`src/rtl/fetch_pkg.sv`:
```
// fetch_pkg: shared types and constants for the fetch front end.
// Used by fetch_fifo and fetch_unit.
package fetch_pkg;

  localparam int XLEN = 32;
  localparam int ILEN = 32;
  localparam logic [31:0] PC_STEP = 32'd4;
  localparam logic [31:0] NOP_INSTR = 32'h0000_0013;

  typedef struct packed {
    logic [XLEN-1:0] pc;
    logic [ILEN-1:0] instr;
  } fetch_entry_t;

  function automatic logic [31:0] sat_add(
    input logic [31:0] a,
    input logic [31:0] b
  );
    logic [32:0] s;
    s = {1'b0, a} + {1'b0, b};
    return s[32] ? 32'hFFFF_FFFF : s[31:0];
  endfunction

endpackage

```
`src/rtl/fetch_fifo.sv`:
```
// fetch_fifo: in-order queue of fetched {pc, instr} entries.
// Combinational head output; flush empties the queue in one cycle.
module fetch_fifo #(
  parameter int DEPTH = 4,
  parameter int W = 64,
  localparam int AW = $clog2(DEPTH),
  localparam int CW = AW + 1
) (
  input  logic          clk,
  input  logic          rst,
  input  logic          push,
  input  logic          pop,
  input  logic          flush,
  input  logic [W-1:0]  din,
  output logic [W-1:0]  dout,
  output logic [CW-1:0] count
);

  logic [W-1:0]  mem [DEPTH];
  logic [AW-1:0] wptr;
  logic [AW-1:0] rptr;

  // Storage write; entries are only meaningful below count.
  always_ff @(posedge clk) begin
    if (push) mem[wptr] <= din;
  end

  // Pointers wrap naturally because DEPTH is a power of two.
  always_ff @(posedge clk or negedge rst) begin
    if (!rst) begin
      wptr  <= '0;
      rptr  <= '0;
      count <= '0;
    end else if (flush) begin
      wptr  <= '0;
      rptr  <= '0;
      count <= '0;
    end else begin
      if (push) wptr <= wptr + 1'b1;
      if (pop) rptr <= rptr + 1'b1;
      count <= count + CW'(push) - CW'(pop);
    end
  end

  assign dout = mem[rptr];

endmodule

```
`src/rtl/fetch_unit.sv`:
```
// fetch_unit: PC, issue credit and redirect control for IF.
// Optional FETCH_PERF_EN adds perf_fetched/perf_flushed counters.
module fetch_unit #(
  parameter int XLEN = 32,
  parameter int DEPTH = 4,
  parameter logic [XLEN-1:0] RESET_PC = '0
) (
  input  logic            clk,
  input  logic            rst,
  input  logic            redirect_valid,
  input  logic [XLEN-1:0] redirect_pc,
  output logic            imem_req,
  output logic [XLEN-1:0] imem_addr,
  input  logic            imem_rvalid,
  input  logic [31:0]     imem_rdata,
  output logic            out_valid,
  input  logic            out_ready,
  output logic [XLEN-1:0] out_pc,
  output logic [31:0]     out_instr
`ifdef FETCH_PERF_EN
  ,
  output logic [31:0]     perf_fetched,
  output logic [31:0]     perf_flushed
`endif
);

  import fetch_pkg::*;

  localparam int CW = $clog2(DEPTH) + 1;

  logic [XLEN-1:0] fetch_pc;
  logic [XLEN-1:0] req_pc;
  logic [XLEN-1:0] target;
  logic            inflight;
  logic [CW-1:0]   count;
  logic [CW:0]     credit;
  logic            redir;
  logic            push;
  logic            pop;
  logic            busy;
  fetch_entry_t    head;
  fetch_entry_t    tail;

  // Issue credit: queued plus in-flight must leave a free slot.
  always_comb begin
    target    = {redirect_pc[XLEN-1:2], 2'b00};
    redir     = rst & redirect_valid;
    credit    = {1'b0, count} + {{CW{1'b0}}, inflight};
    imem_req  = rst & (redirect_valid |
                       (credit < (CW+1)'(DEPTH)));
    imem_addr = redir ? target : fetch_pc;
    busy      = (count != '0);
    push      = imem_rvalid & inflight & ~redirect_valid;
    out_valid = busy & ~redirect_valid;
    pop       = out_valid & out_ready;
    tail.pc   = req_pc;
    tail.instr = imem_rdata;
    out_pc    = busy ? head.pc : '0;
    out_instr = busy ? head.instr : '0;
  end

  // PC advance and record of the outstanding request.
  always_ff @(posedge clk or negedge rst) begin
    if (!rst) begin
      fetch_pc <= RESET_PC;
      req_pc   <= RESET_PC;
      inflight <= 1'b0;
    end else begin
      inflight <= imem_req;
      if (imem_req) begin
        req_pc   <= imem_addr;
        fetch_pc <= imem_addr + XLEN'(PC_STEP);
      end
    end
  end

  fetch_fifo #(
    .DEPTH (DEPTH),
    .W     ($bits(fetch_entry_t))
  ) u_fifo (
    .clk   (clk),
    .rst   (rst),
    .push  (push),
    .pop   (pop),
    .flush (redir),
    .din   (tail),
    .dout  (head),
    .count (count)
  );

`ifdef FETCH_PERF_EN
  // Saturating counters for delivered and squashed instructions.
  always_ff @(posedge clk or negedge rst) begin
    if (!rst) begin
      perf_fetched <= '0;
      perf_flushed <= '0;
    end else begin
      if (pop)
        perf_fetched <= sat_add(perf_fetched, 32'd1);
      if (redir)
        perf_flushed <= sat_add(perf_flushed,
          32'(count) + 32'(imem_rvalid & inflight));
    end
  end
`endif

endmodule

```
`config.mk`:
```
export PLATFORM = sky130hd
export DESIGN_NAME = fetch_unit
export DESIGN_NICKNAME = d
export VERILOG_FILES = /design/src/rtl/fetch_pkg.sv /design/src/rtl/fetch_fifo.sv /design/src/rtl/fetch_unit.sv
export SDC_FILE = /design/constraint.sdc
export NUM_CORES = 1
export LEC_CHECK = 0
export CAP_MARGIN = 20
export CORE_MARGIN = 2
export CORE_UTILIZATION = 40
export DETAILED_ROUTE_END_ITERATION = 8
export PLACE_DENSITY = 0.73
export SLEW_MARGIN = 10
export SYNTH_ARGS = -nofsm -noshare
export SYNTH_HDL_FRONTEND = slang
export SYNTH_HIERARCHICAL = 1
export SYNTH_SLANG_ARGS = --single-unit
```
`constraint.sdc`:
```
create_clock -name clk -period 3.7 [get_ports clk]
set_input_delay 0.555 -clock clk [delete_from_list [all_inputs] [get_ports clk]]
set_output_delay 0.555 -clock clk [all_outputs]
set_load 0.02 [all_outputs]
```
* Word level (Yosys, flattened, before mapping)
Memory sizes are Yosys's and may differ from the RTL's.
Cells that the tools add are included.
** Operators by class
- $add $sub $neg :: 6
- Order comparisons :: 1
- Mux-type cells :: 10
- Bitwise gates (word level) :: 8
- Reductions and logical operators :: 3
** Operator list (number)
- $mux W32 :: 3
- $add A32 B3 Y32 const B :: 1
- $mux W2 :: 4
- $and A1 B1 Y1 :: 6
- $add A2 B1 Y2 const B :: 2
- $add A3 B1 Y4 :: 1
- $lt A4 B3 Y1 const B :: 1
- $reduce_bool A2 Y1 :: 2
- $add A3 B1 Y3 :: 1
- $mux W3 :: 1
- $reduce_bool A3 Y1 :: 1
- $sub A3 B1 Y3 :: 1
- $mux W1 :: 2
- $not A1 Y1 :: 1
- $or A1 B1 Y1 :: 1
** Word-level totals
- Bits in registers :: 72
- Memory bits (writable) :: 256
- Bits of input ports :: 69
- Output and inout port bits :: 98
- Word-level logic and storage cells :: 35
- Memories kept :: 1
** Memories
- u_fifo.mem :: depth 4, bits a word 64, rd ports 1, clocked after memory_dff 0, wr ports 1, line fetch_fifo.sv:19 : logic [W-1:0] mem [DEPTH];

* Longest topological paths before layout
- Depth after elaboration :: 5
- Mapped depth :: 15
- Mapped depth without buffers :: 10

* By module
Netlist, hierarchy kept.
** By module, submodules not included
- fetch_fifo :: instances 1, cells each 371, area each 9681.8 µm², sequential area each 7862.5 µm²
- fetch_unit :: instances 1, cells each 487, area each 4052.6 µm², sequential area each 1576.5 µm²

* Worst setup path after synthesis
No wires, ideal clock.
- Kind :: in2reg
- Start point :: input redirect_valid
- End point :: memory u_fifo.mem[2][0] (enable)
- Setup time :: 0.429 ns
- Data arrival time :: 2.740 ns
- Required time :: 3.271 ns
- Path slack :: 0.532 ns
- Stages on the path :: 4
- Buffers on the path :: 2
- Cells stage by stage :: buf_2 > buf_4 > nor2_1 > and2_1
** Between the ends
- Longest elaborated chain between the ends :: 4
** RTL lines
- start, declared :: line fetch_unit.sv:10 : input logic redirect_valid,
- $not A1 Y1 :: line fetch_unit.sv:53 : push = imem_rvalid & inflight & ~redirect_valid;
- $and A1 B1 Y1 :: line fetch_unit.sv:53
- net push :: line fetch_unit.sv:38 : logic push;
- $mux W1 :: line fetch_fifo.sv:25 : if (push) mem[wptr] <= din;
- $mux W1 (implied by the code) :: line fetch_fifo.sv:25
- end, declared :: line fetch_fifo.sv:19
The timed path passes the listed nets, and every way through them passes these cells.

==> results_dict.tcl <==
set metrics [dict create \
    path_max_fanout 19 \
    register_area_um2 9450 \
    avgSynthCellArea_um2 16.0 \
    critPathMaxStageDelay_ns 0.68 \
    rsz0062_at_grt "no" \
    period_share 0.909 \
    antenna_found_initial 0 \
    n_antenna_cell 0 \
    vias_per_cell 5.21 \
    slew_headroom 0.477 \
    hold_violations 0 \
    yosysSeqAreaShare 0.687 \
    cts.sinks 326 \
    rows 67 \
    die_y_um 189 \
    period_needed_ns 3.36 \
    synthCells 858 \
    finish.utilization 0.505 \
    async_flop_share 0.215 \
    irDropWorstVdd_v 0.000372 \
    fin_ws_ns 0.336 \
    grt_pass1_wl_mm 46.7 \
    initial_core_util 0.408 \
    worstSetupStartpoint "u_fifo/rptr[0]" \
    final_layout_size_suffix_gt1_frac 0.152 \
    htree_levels 2 \
    leakagePower_nw 5.95 \
    area_growth_pct 24.0 \
    dr.pass1.iters 5 \
    io_buffers 164 \
    root_buffer "clkbuf_16" \
    crit_required_ns 3.14 \
    fp.dieW_um 189 \
    ys_ff_latch 326 \
    synth_top_area_frac 0.560 \
    synthFlopType "edfxtp_1" \
    synth_nets 935 \
    first_iter_violations 497 \
    cp_top_family "buffers and inverters" \
    grt_pass1_vias 8013 \
    num-nets-final 1115 \
    critPathKind "reg2out" \
    wl_per_cell_um 19.9 \
    insertion_delay_ns 0.50 \
    cts_buffers 36 \
    gp_congestion 0.845 \
    endpoint_kind "output port" \
    holdCritPathClass "in2async" \
    instances_no_fill 1509 \
    cts.repair.resized 0 \
    antenna_left 0 \
    final_cell_mix "256 x edfxtp_1, 163 x clkdlybuf4s50_1, 93 x nand2_1" \
    overflow 0 \
    dp_cells 1448 \
    ios 167 \
    die-area_um2 35800 \
    cp_cell_sequence "buf_4 > mux4_2 > nor2b_1 > clkdlybuf4s50_1" \
    synth_cell_types 55 \
    synth_edf_count 256 \
    cap_violations 0 \
    routed_wirelength_mm 30.1 \
    grt_max_degree 89 \
    coreArea_um2 33700 \
    setup_tns_ns 0 \
    drc 0 \
    cp.buffers_inverters 2 \
    multi_input_area_um2 3910 \
    place_ws_ns 0.440 \
    fmax_mhz 297 \
    slew_violations 0 \
    synth_top_area_cell "edfxtp_1" \
    slowest_stage "dfrtp_4" \
    clk_pin_slew_ns 0.06 \
    finClkSkew_ns 0.0192 \
    setup_viol 0 \
    cts_tree "yes" \
    synth_top_cells_by_area "edfxtp_1 56%, dfrtp_1 13%, mux4_2 10%" \
    layout_commonest_cell "edfxtp_1" \
    fillers 2880 \
    hold_buffers 0 \
    netlist_area_um2 13700 \
    grt_usage 0.170 \
    cts_setup_buffers 0 \
    clockBufferDepth 3 \
    cp.arrival_ns 2.81 \
    fin_area_um2 17000 \
    place_area_um2 16000 \
    power.density_nw_per_um2 749 \
    startpoint_type "flip-flop" \
    vias 7859 \
    hpwl_mm 19.0 \
    status "finished clean" \
    yosysWarnings 6 \
    r2r-start "u_fifo/count[1]" \
    worst_slew_pin_slew_ns 0.784 \
]
[stage by stage]
stage	hold slack [ns]	total power, mW
after floorplan	0.259	7.69
after global placement	0.462	9.52
after detailed placement	0.467	9.60
after CTS	0.156	12.9
after global routing	0.146	13.4
final	0.114	12.8
[kinds of logic (layout without fill, tap and decap cells)]
group                    Yosys count  after routing  synth area share
flip-flops                       326            326             0.687
XOR/XNOR                          19             19            0.0131
adder cells (fa/ha/maj)            8              8           0.00783
multiplexers                      90             90             0.124
AO/OA/AOI/OAI                     84             84            0.0372
AND/OR/NAND/NOR                  257            257             0.101
buffers and inverters             74            277            0.0298
[Yosys cell counts (2+ instances only)]
master / number
nor2b_1: 65
buf_4: 5
a221o_1: 3
inv_1: 25
xnor2_1: 18
nand3b_1: 2
mux2_2: 3
o21ai_0: 36
o21ai_1: 15
nand3_1: 9
buf_8: 2
and2_1: 10
nor4_2: 5
inv_2: 4
nor2_1: 24
nor3_1: 5
and3_1: 5
buf_12: 3
a21oi_1: 6
a21boi_0: 2
mux2i_1: 23
nor4_1: 2
o31ai_1: 2
nand4_2: 3
a31oi_1: 2
buf_1: 2
dfrtp_1: 70
ha_1: 7
edfxtp_1: 256
a211o_1: 2
clkbuf_1: 20
o21a_1: 3
buf_2: 9
nand2_1: 93
nand2b_1: 4
a21o_1: 5
o21ai_2: 2
mux4_2: 64
nand4_1: 23
buf_6: 4
[final timing paths]
kind | end | slack (ns) | depth (start not counted)
min in group clk | fetch_pc[3] | 0.48 | 2
max in group asynchronous | u_fifo/rptr[1] | 3.15 | 2
hold reg to reg | fetch_pc[3] | 0.48 | 2
hold / removal | fetch_pc[22] | 0.11 | 2
setup / recovery | out_pc[19] | 0.34 | 4
setup reg to reg | u_fifo/count[2] | 1.07 | 10
[routing by layer]
| metal | up-vias | global-route usage | wire, µm |
|---|---|---|---|
| met3 | 35 | 0.0280 | 1760 |
| met4 | 0 | 0.0343 | 436 |
| met1 | 3976 | 0.245 | 13700 |
| li1 | 3595 | - | - |
| met2 | 253 | 0.273 | 14200 |
| met5 | - | 0 | 0 |
[flip-flops by register name, summed over array words and instances, names as in the netlist]
name          flops
u_fifo/mem      256
req_pc           32
fetch_pc         30
u_fifo/count      3
u_fifo/rptr       2
u_fifo/wptr       2
inflight          1
[worst register-to-register path, cell delays in order, from the launching register on]
cell	delay (ns)
dfrtp_1	0.44
nor3_2	0.50
nor2_1	0.17
and2_1	0.27
ha_1	0.29
inv_1	0.06
ha_1	0.13
inv_1	0.06
fa_1	0.36
xnor3_1	0.21
nor2_1	0.04
[where the power goes]
group | total [mW] | switching, mW | internal [mW]
Sequential | 5.06 | 0.513 | 4.55
Clock | 3.31 | 1.33 | 1.98
Combinational | 4.38 | 2.23 | 2.15
Total | 12.8 | 4.08 | 8.68
[layout make-up]
cell class / count / share of cell area
clock buffers: 51 / 0.0574
clock inverters: 10 / 0.00602
inverters: 29 / 0.00639
multi-input cells: 458 / 0.230
flip-flops and latches: 326 / 0.555
well taps: 448 / 0.0329
repair buffers: 187 / 0.113
Note: power is estimated with default switching activity, not from simulation.
